`src/rtl/jk_reg_bank.sv`:
```
// jk_reg_bank: parametrised bank of JK flip-flops with a parallel load,
// a clock enable and up/down counting built from JK toggle mode.
// The wrap and chg status flags are registered with q.
module jk_reg_bank #(
  parameter int unsigned      WIDTH     = 8,
  parameter logic [WIDTH-1:0] RESET_VAL = '0
) (
  input  logic             clk,
  input  logic             clr,
  input  logic             en,
  input  logic             load,
  input  logic [WIDTH-1:0] d,
  input  logic [1:0]       mode,
  input  logic [WIDTH-1:0] j,
  input  logic [WIDTH-1:0] k,
  output logic [WIDTH-1:0] q,
  output logic [WIDTH-1:0] qn,
  output logic             wrap,
  output logic             chg
);

  typedef enum logic [1:0] {
    MODE_JK   = 2'b00,
    MODE_UP   = 2'b01,
    MODE_DN   = 2'b10,
    MODE_HOLD = 2'b11
  } mode_t;

  mode_t            op;
  logic [WIDTH-1:0] q_next;
  logic             wrap_next;
  logic             chg_next;
  logic             carry;

  assign op = mode_t'(mode);
  assign qn = ~q;

  // Next-state selection: load, then enable, then the operating mode.
  // Counting ripples a toggle enable upward: bit i toggles only when every
  // lower bit is 1 (up) or 0 (down).
  always_comb begin
    q_next    = q;
    wrap_next = 1'b0;
    carry     = 1'b1;
    if (load) begin
      q_next = d;
    end else if (en) begin
      case (op)
        MODE_JK: begin
          for (int unsigned i = 0; i < WIDTH; i++) begin
            case ({j[i], k[i]})
              2'b01:   q_next[i] = 1'b0;
              2'b10:   q_next[i] = 1'b1;
              2'b11:   q_next[i] = ~q[i];
              default: q_next[i] = q[i];
            endcase
          end
        end
        MODE_UP: begin
          for (int unsigned i = 0; i < WIDTH; i++) begin
            q_next[i] = q[i] ^ carry;
            carry     = carry & q[i];
          end
          wrap_next = &q;
        end
        MODE_DN: begin
          for (int unsigned i = 0; i < WIDTH; i++) begin
            q_next[i] = q[i] ^ carry;
            carry     = carry & ~q[i];
          end
          wrap_next = ~|q;
        end
        default: q_next = q;
      endcase
    end
    chg_next = (q_next != q);
  end

  // State and flag registers with asynchronous active-low clear.
  always_ff @(posedge clk or negedge clr) begin
    if (!clr) begin
      q    <= RESET_VAL;
      wrap <= 1'b0;
      chg  <= 1'b0;
    end else begin
      q    <= q_next;
      wrap <= wrap_next;
      chg  <= chg_next;
    end
  end

endmodule

```
`config.mk`:
```
export PLATFORM = sky130hd
export DESIGN_NAME = jk_reg_bank
export DESIGN_NICKNAME = d
export VERILOG_FILES = /design/src/rtl/jk_reg_bank.sv
export SDC_FILE = /design/constraint.sdc
export NUM_CORES = 1
export LEC_CHECK = 0
export ABC_AREA = 1
export CAP_MARGIN = 20
export CORE_MARGIN = 4
export CORE_UTILIZATION = 56
export DETAILED_ROUTE_END_ITERATION = 7
export DONT_BUFFER_PORTS = 1
export PLACE_DENSITY = 0.74
export SYNTH_ARGS = -nofsm -noshare
export SYNTH_HDL_FRONTEND = slang
export SYNTH_SLANG_ARGS = --single-unit
```
`constraint.sdc`:
```
create_clock -name clk -period 1.55 [get_ports clk]
set_input_delay 0.2325 -clock clk [delete_from_list [all_inputs] [get_ports clk]]
set_output_delay 0.2325 -clock clk [all_outputs]
set_load 0.005 [all_outputs]
```
==> results of run 1 <==
area by class of cell:
cell class / instances / area (sq um)
clock buffers: 4 / 36.3
fillers: 109 / 223
inverters: 26 / 100
multi-input cells: 152 / 793
flip-flops and latches: 10 / 255
well taps: 25 / 31.3
repair buffers: 47 / 363
how the worst max path moves through the flow:
stage / slack (ns) / start / endpoint
floorplan: -0.06 / q[1] / chg
global placement: -0.20 / q[1] / chg
detailed placement: -0.33 / mode[0] / chg
CTS: -0.20 / q[1] / chg
global route: -0.39 / q[1] / chg
finish: -0.25 / q[1] / chg
per-layer routing:
layer | vias up | global-route usage | routed length [um]
li1 | 714 | - | -
met1 | 678 | 0.288 | 1370
met4 | 0 | 0.140 | 228
met3 | 32 | 0.0940 | 406
met5 | - | 0 | 0
met2 | 107 | 0.564 | 1950
cells by family after synthesis:
family                   synth area share
AO/OA/AOI/OAI                       0.128
buffers and inverters               0.130
adder cells (fa/ha/maj)            0.0447
flip-flops                          0.224
AND/OR/NAND/NOR                     0.474
repair_timing:
item / in CTS / in global routing
gates resized for setup: 11 / 11
hold endpoints to repair: 10 / 0
buffers inserted: 5 / 1
endpoints found under the setup margin: 5 / 5
hold buffers: 1 / 0
pin swaps: 7 / 16
sequential cells by signal (all words and copies together), names as in the netlist:
name and count:
wrap 1, q 8, chg 1
power breakdown:
group | switching (mW) | internal, mW | total [mW]
Combinational | 0.289 | 0.255 | 0.543
Sequential | 0.0539 | 0.288 | 0.341
Clock | 0.0929 | 0.143 | 0.236
cells in the final DEF (no fill, tap or decap):
master,synthesis,routed
a211oi_4,0,1
a21oi_1,16,16
buf_4,1,44
buf_6,1,2
clkbuf_4,0,3
clkbuf_8,0,1
dfrtp_1,10,6
dfrtp_2,0,4
dlygate4sd3_1,0,1
ha_1,4,4
inv_1,24,23
inv_2,2,2
inv_4,0,1
nand2_1,69,61
nand2_2,1,9
nand3_1,31,30
nand3_2,0,1
nand4_1,2,2
nor2_1,5,3
nor2_2,2,1
nor2_4,1,4
nor3_2,0,1
o21ai_0,8,8
o21ai_1,3,1
o21ai_2,0,2
or2_1,1,1
or2_2,7,7
worst register-to-register path: cells and delay by family, from the launching register on:
kind	cells	cell delay, ns
and+or+nand+nor	13	1.15
DFF	1	0.47
buffers and inverters	1	0.06
==> impl_summary.md, run 1 <==
Synth
The net count after synthesis is 230. The average cell area after synthesis is 5.71 sq um. Of the synthesized area, sequential elements account for 0.224.

In the synthesized netlist the async set-or-reset flop fraction comes to 1.00. Sorting the synthesized cells by how often they occur yields 69 x nand2_1, 31 x nand3_1, 24 x inv_1. The cell count after synthesis is between 150 and 200.

The number of warning messages in the yosys log is 0. Summed over all instances, the cell type with the most area after synthesis is nand2_1. The synthesized design contains 0 enable-type register cells.

The predominant post-synthesis flop cell is dfrtp_1. The number of synthesized register bits is 10. After synthesis, the cell types taking the most area are nand2_1 23%, dfrtp_1 22%, nand3_1 14%, inv_1 8.1%, a21oi_1 7.2%. The most frequent cell after synthesis is nand2_1. The area share of the largest cell type after synthesis is 0.232.

The total standard cell area after synthesis is around 1100 sq um. The number of distinct standard cells referenced by the synthesized netlist is 22.

Cells and area
Excluding fillers, the count of instances in the completed layout stands at 264. Relative to the synthesized area, the layout overhead comes to 41.2%. The total non-filler cell area in the finished layout is around 1600 sq um. The ratio of cells with drive above 1 in the final layout is 0.347. For this run, the share of the core covered by cells in the final layout is 0.876.

The antenna diode count is 0. The final-stage net count is ~270.

Die
The number of standard-cell rows in the floorplan is 15. The placeable core region is 1800 sq um. The initial utilization of the core area, before any placement, comes to 0.621. The die height is 52.7 um. From left edge to right edge, the die measures approximately 53 um. The count of pins on the block boundary is 48. The die outline area is 2780 sq um.

STA
In this run the tightest slew margin relative to its limit is 0.675. In the finished design, the share of the clock period the worst path needs comes to 1.16. After layout, the minimum clock period comes to approximately 1.8 ns.

Once routing completed, OpenROAD measured the worst setup slack at -0.249 ns. On the final layout, the worst hold slack is between 0.15 and 0.2 ns. The final hold violation count is 0.

Between clock sinks in the finished design, the worst skew comes to roughly 0.0047 ns. Setup repair after global routing could not meet its margin everywhere. The actual transition at the worst max-transition pin is around 0.5 ns. Setup violations remaining at the end of the flow were counted as 3. The sum of negative setup slack is -0.502 ns. The maximum operating frequency is 556 MHz. The number of max-slew violations in the final report is 0.

Global routing
The global-route wire length before repair is approximately 6000 um. The total overflow reported by the global router is 0. The all-layer global routing usage is 0.299.

The initial antenna violation count was 0. The maximum number of pins on one net before global-route repair is 11. The via count of the first global-routing pass is 1408.

Worst setup path
STA classifies the critical path endpoint as a flop. The data arrival time of the worst path is between 1.5 and 2 ns. The startpoint of the lowest-slack register-to-register path is q[1]. The highest net fanout along the worst path is 7. The slack of the worst reg-to-reg path is -0.25 ns. The most numerous cell type found on the critical path is nand2_2. The number of buffers and inverters on the critical path is 1. The delay of the slowest critical-path stage is 0.47 ns.

The endpoint of the worst-slack reg-to-reg timing path is chg. On the critical path, the stage with the largest delay is an instance of dfrtp_2. The number of cells on the worst reg-to-reg path is 14.

The class of the most critical setup path is reg2reg. Walking the worst path, the cells encountered are nor2_4 -> nand2_2 -> nor2_2 -> nand4_1 -> nand3_1 -> nand3_2 -> nand2_1 -> nand2_1 -> nand2_2 -> nand2_2 -> nand2_2 -> nand2_1 -> inv_1 -> nand3_1. In this run the number of cells on the critical path is 14. The critical path startpoint category is a flop. For the worst setup path, the data required time is about 1.7 ns. Grouping stages by cell kind, the critical path spends the most delay in simple AND/OR/NAND/NOR gates.

Drt
The number of design rule violations left after detail routing is 0. The post-route antenna net violation count is 0. The first detailed-routing pass took 4 iterations.

Across all layers, the routed design uses ~1500 vias. For this block, the routed nets add up to a little under 4000 um of wire. The average via count per standard cell is between 5 and 6. The count of routing violations after the opening detailed-route iteration is between 90 and 100. Dividing the detail-routed wire length by the instance count gives ~15 um.

Placement
At the end of routability-driven placement, the weighted congestion stood at 0.919. Buffers placed on the I/O ports in this run total 0. The HPWL after detailed placement is around 2900 um. The total cell area at the placement stage is approximately 1400 sq um. The placed cell count is about 260. Prior to clock tree synthesis, the placed netlist has a worst setup slack of -0.335 ns.

Worst hold path
The source of the worst hold timing path is en. The path class of the lowest-slack min-delay path is in2reg. The worst hold path depth is 2. The worst min-delay path endpoint is wrap.

Clock network
Clock latency on the worst-skew pair, taken at its later pin, is about 0.27 ns. The depth of the CTS H-tree is 1. The sink count of the clock tree is 10. The TritonCTS clock tree is yes. In this run, CTS created clock tree buffers numbering 3.

The maximum count of clock buffers along a single path is 2. The CTS clock-pin slew for the worst setup and hold paths is around 0.07 ns. The cell sitting at the root of the clock tree is a clkbuf_4.

Power and ir drop
The standby leakage power is 0.871 nW. IR analysis of the VDD net gives a maximum drop of approximately 0.74 mV. The ratio of total power to cell area is a little over 700 nW/um^2.

Overall power consumption after layout is estimated at ~1.1 mW.

Run status
The run finished, with violations left. The final reports fail on negative setup slack.

Flow run
The reported max-cap violation count is 0.
No activity file was read; power rests on OpenSTA's default activity.
==> run 2, diff against run 1 <==
Settings changed: REMOVE_ABC_BUFFERS set to 1.
==> run 2 against run 1 <==
Effect of this change:
- the flow still finishes with violations (negative setup slack)
- count of clock-buffer cells in the layout did not move
- core utilization stayed put
- clock skew is 0.0019 ns lower
- sequential cell count unchanged
- via count is essentially flat
- sequential share of layout area fell by 0.079 points
- first-iteration DRC count increased by 16%
- global-route usage increased by 0.27 points
- sequential power fell by 1%
- register-to-register slack worse by 0.14 ns
- critical path type unchanged
- largest cell class unchanged
- highest routed layer unchanged
==> impl_summary.md, run 2 (same netlist as run 1, synthesis figures left out) <==
Run status
The flow ran to the end, but the final reports show violations. The final reports fail on negative setup slack.

Placement
The total cell area at the placement stage is 1400 sq um (-2.9%). The placed cell count was 251 (-2.0%). The final weighted congestion in routability-driven placement is 1.00 (+9.1%). The number of port buffers was 0 (unchanged). The HPWL after detailed placement was 2740 um (-6.7%).

Cells and area
The register containing the most flip-flops in the final layout is q. The final-stage net count is 273 (-0.36%). The largest registers in the layout are q: 8 flops, chg: 1 flops, wrap: 1 flops. The flip-flop count of the largest register after layout was 8 (unchanged). The top cell types in the final layout, fill and taps aside, are 60 x nand2_1, 43 x buf_4, 28 x nand3_1.

The final standard cell utilization of the core is 0.876 (unchanged). The antenna diode count was 0 (unchanged). The total non-filler cell area in the finished layout came to 1580 sq um (unchanged). Leaving out fill and tap cells, the most frequent cell in the layout is nand2_1.

The area added between synthesis and finish was 41.2% (unchanged). The filler-free cell count of the finished design is 263 (-0.38%). The ratio of cells with drive above 1 in the final layout is 0.349 (+0.00146).

Drt
The wire length per cell is 15.4 um (+2.9%). The average via count per standard cell is 5.82 (+0.31%). The count of vias placed by the detailed router is 1530 (-0.065%). The number of design rule violations left after detail routing is 0 (unchanged). The post-route antenna net violation count is 0 (unchanged). The count of routing violations after the opening detailed-route iteration is 111 (+16%).

The final wirelength came to 4060 um (+2.6%). The detailed-router iteration count before antenna repair is 5 (+1).

Power and ir drop
The worst vdd rail ir drop is 0.520 mV (-29%). The total chip power is 1.13 mW (+0.46%). The standby leakage power is 0.868 nW (-0.31%). The ratio of total power to cell area was 713 nW/um^2 (+0.46%).

Global routing
The global-route wire length before repair is 6240 um (+3.6%). The maximum number of pins on one net before global-route repair is 11 (unchanged). The total overflow reported by the global router was 0 (unchanged). The initial antenna violation count is 0 (unchanged). The via count of the first global-routing pass is 1451 (+3.1%). The all-layer global routing usage is 0.302 (+0.00273).

STA
The final setup violation count came to 4 (+1). The maximum operating frequency is 515 MHz (-7.4%). Setup repair after global routing could not meet its margin everywhere. The worst max-slew margin expressed relative to the limit came to 0.624 (-0.0510). The final worst setup slack came to -0.393 ns (-0.143 ns).

The number of max-slew violations in the final report is 0 (unchanged). The final hold violation count was 0 (unchanged). The actual transition at the worst max-transition pin is 0.562 ns (+0.0763 ns).

The clock tree skew after final layout is 0.00282 ns (-0.00186 ns). The share of the cycle needed by the critical path after routing came to 1.25 (+0.0925). The shortest period the worst path allows was 1.94 ns (+0.143 ns).

Die
The die span in x is 52.7 um (unchanged). The placeable core region came to 1800 sq um (unchanged). The starting density of the core came to 0.621 (unchanged). The count of pins on the block boundary was 48 (unchanged).

The die height was 52.7 um (unchanged). The die outline area is 2780 sq um (unchanged). The number of standard-cell rows in the floorplan is 15 (unchanged).

Clock network
The CTS clock-pin slew for the worst setup and hold paths is 0.08 ns (about the same). The depth of the CTS H-tree is 1 (unchanged). The maximum count of clock buffers along a single path is 2 (unchanged). The clock buffer count from CTS is 3 (unchanged). The sink count of the clock tree is 10 (unchanged). The TritonCTS clock tree is yes. The tree is rooted in a clkbuf_4. The latest clock arrival within the worst-skew pair is 0.28 ns (about the same).

Worst hold path
The path class of the tightest hold or removal check is in2reg.

Worst setup path
The highest net fanout along the worst path was 6 (-1). The data arrival time of the worst path is 2.10 ns (+0.16 ns). The required arrival time at the worst endpoint came to 1.71 ns (+0.02 ns).

STA classifies the critical path startpoint as a flop. The worst setup path is captured at a flop. The slack of the worst reg-to-reg path was -0.39 ns (-0.14 ns). The class of the most critical setup path is reg2reg.

Flow run
The reported max-cap violation count was 0 (unchanged).
## run 2: final timing paths
kind / start / end / cells past startpoint
hold / removal: en / wrap / 2
setup reg to reg: q[1] / chg / 14
setup / recovery: q[1] / chg / 14
min in group asynchronous: clr / q[7] / 1
max in group asynchronous: clr / q[0] / 1
hold reg to reg: q[7] / q[7] / 4
## run 2: critical path, stage by stage (launching register included)
cell     delay [ns]
dfrtp_2        0.47
nor2_4         0.14
nand2_2        0.10
o21ai_2        0.20
nand2_1        0.10
nand2_1        0.10
nand3_1        0.09
nand2_1        0.08
nand2_1        0.06
nand2_2        0.07
nand2_2        0.05
nand2_1        0.05
nand2_1        0.06
nor2_2         0.15
nand3_2        0.09
## run 2: repair_timing
action	4_1_cts	5_1_grt
setup endpoints to repair	4	6
resized for setup	7	18
buffers inserted	2	5
hold buffers	1	0
cloned	0	0
pin swaps	1	9
endpoints found under the hold margin	10	0
## run 2: layout make-up
class / count / area [sq um]
inverter: 26 / 97.6
sequential: 10 / 254
fill: 98 / 223
tap: 25 / 31.3
timing repair buffer: 46 / 364
multi-input combinational: 152 / 796
clock buffer: 4 / 36.3
## run 2: per-layer routing
| layer | up-vias | part of all wire | GRT usage |
|---|---|---|---|
| li1 | 706 | - | - |
| met1 | 672 | 0.37 | 0.378 |
| met2 | 131 | 0.46 | 0.490 |
| met3 | 21 | 0.14 | 0.0570 |
| met4 | 0 | 0.026 | 0.149 |
| met5 | - | 0 | 0 |
## run 2: where the power goes
group          switching [mW]  internal [mW]  total (mW)
Clock                   0.109          0.143       0.252
Combinational           0.291          0.245       0.536
Sequential             0.0506          0.287       0.337
## run 2: metrics by stage
| step | hold slack (ns) | worst slack [ns] | TNS (ns) |
|---|---|---|---|
| 3_5_place_dp | -0.0628 | -0.284 | -0.499 |
| 6_report | 0.114 | -0.393 | -0.729 |
| 5_1_grt | 0.117 | -0.433 | -1.24 |
| 4_1_cts | 0.0960 | -0.170 | -0.198 |
| 3_3_place_gp | -0.0628 | -0.221 | -0.306 |
| 2_1_floorplan | -0.0631 | -0.0821 | -0.0821 |
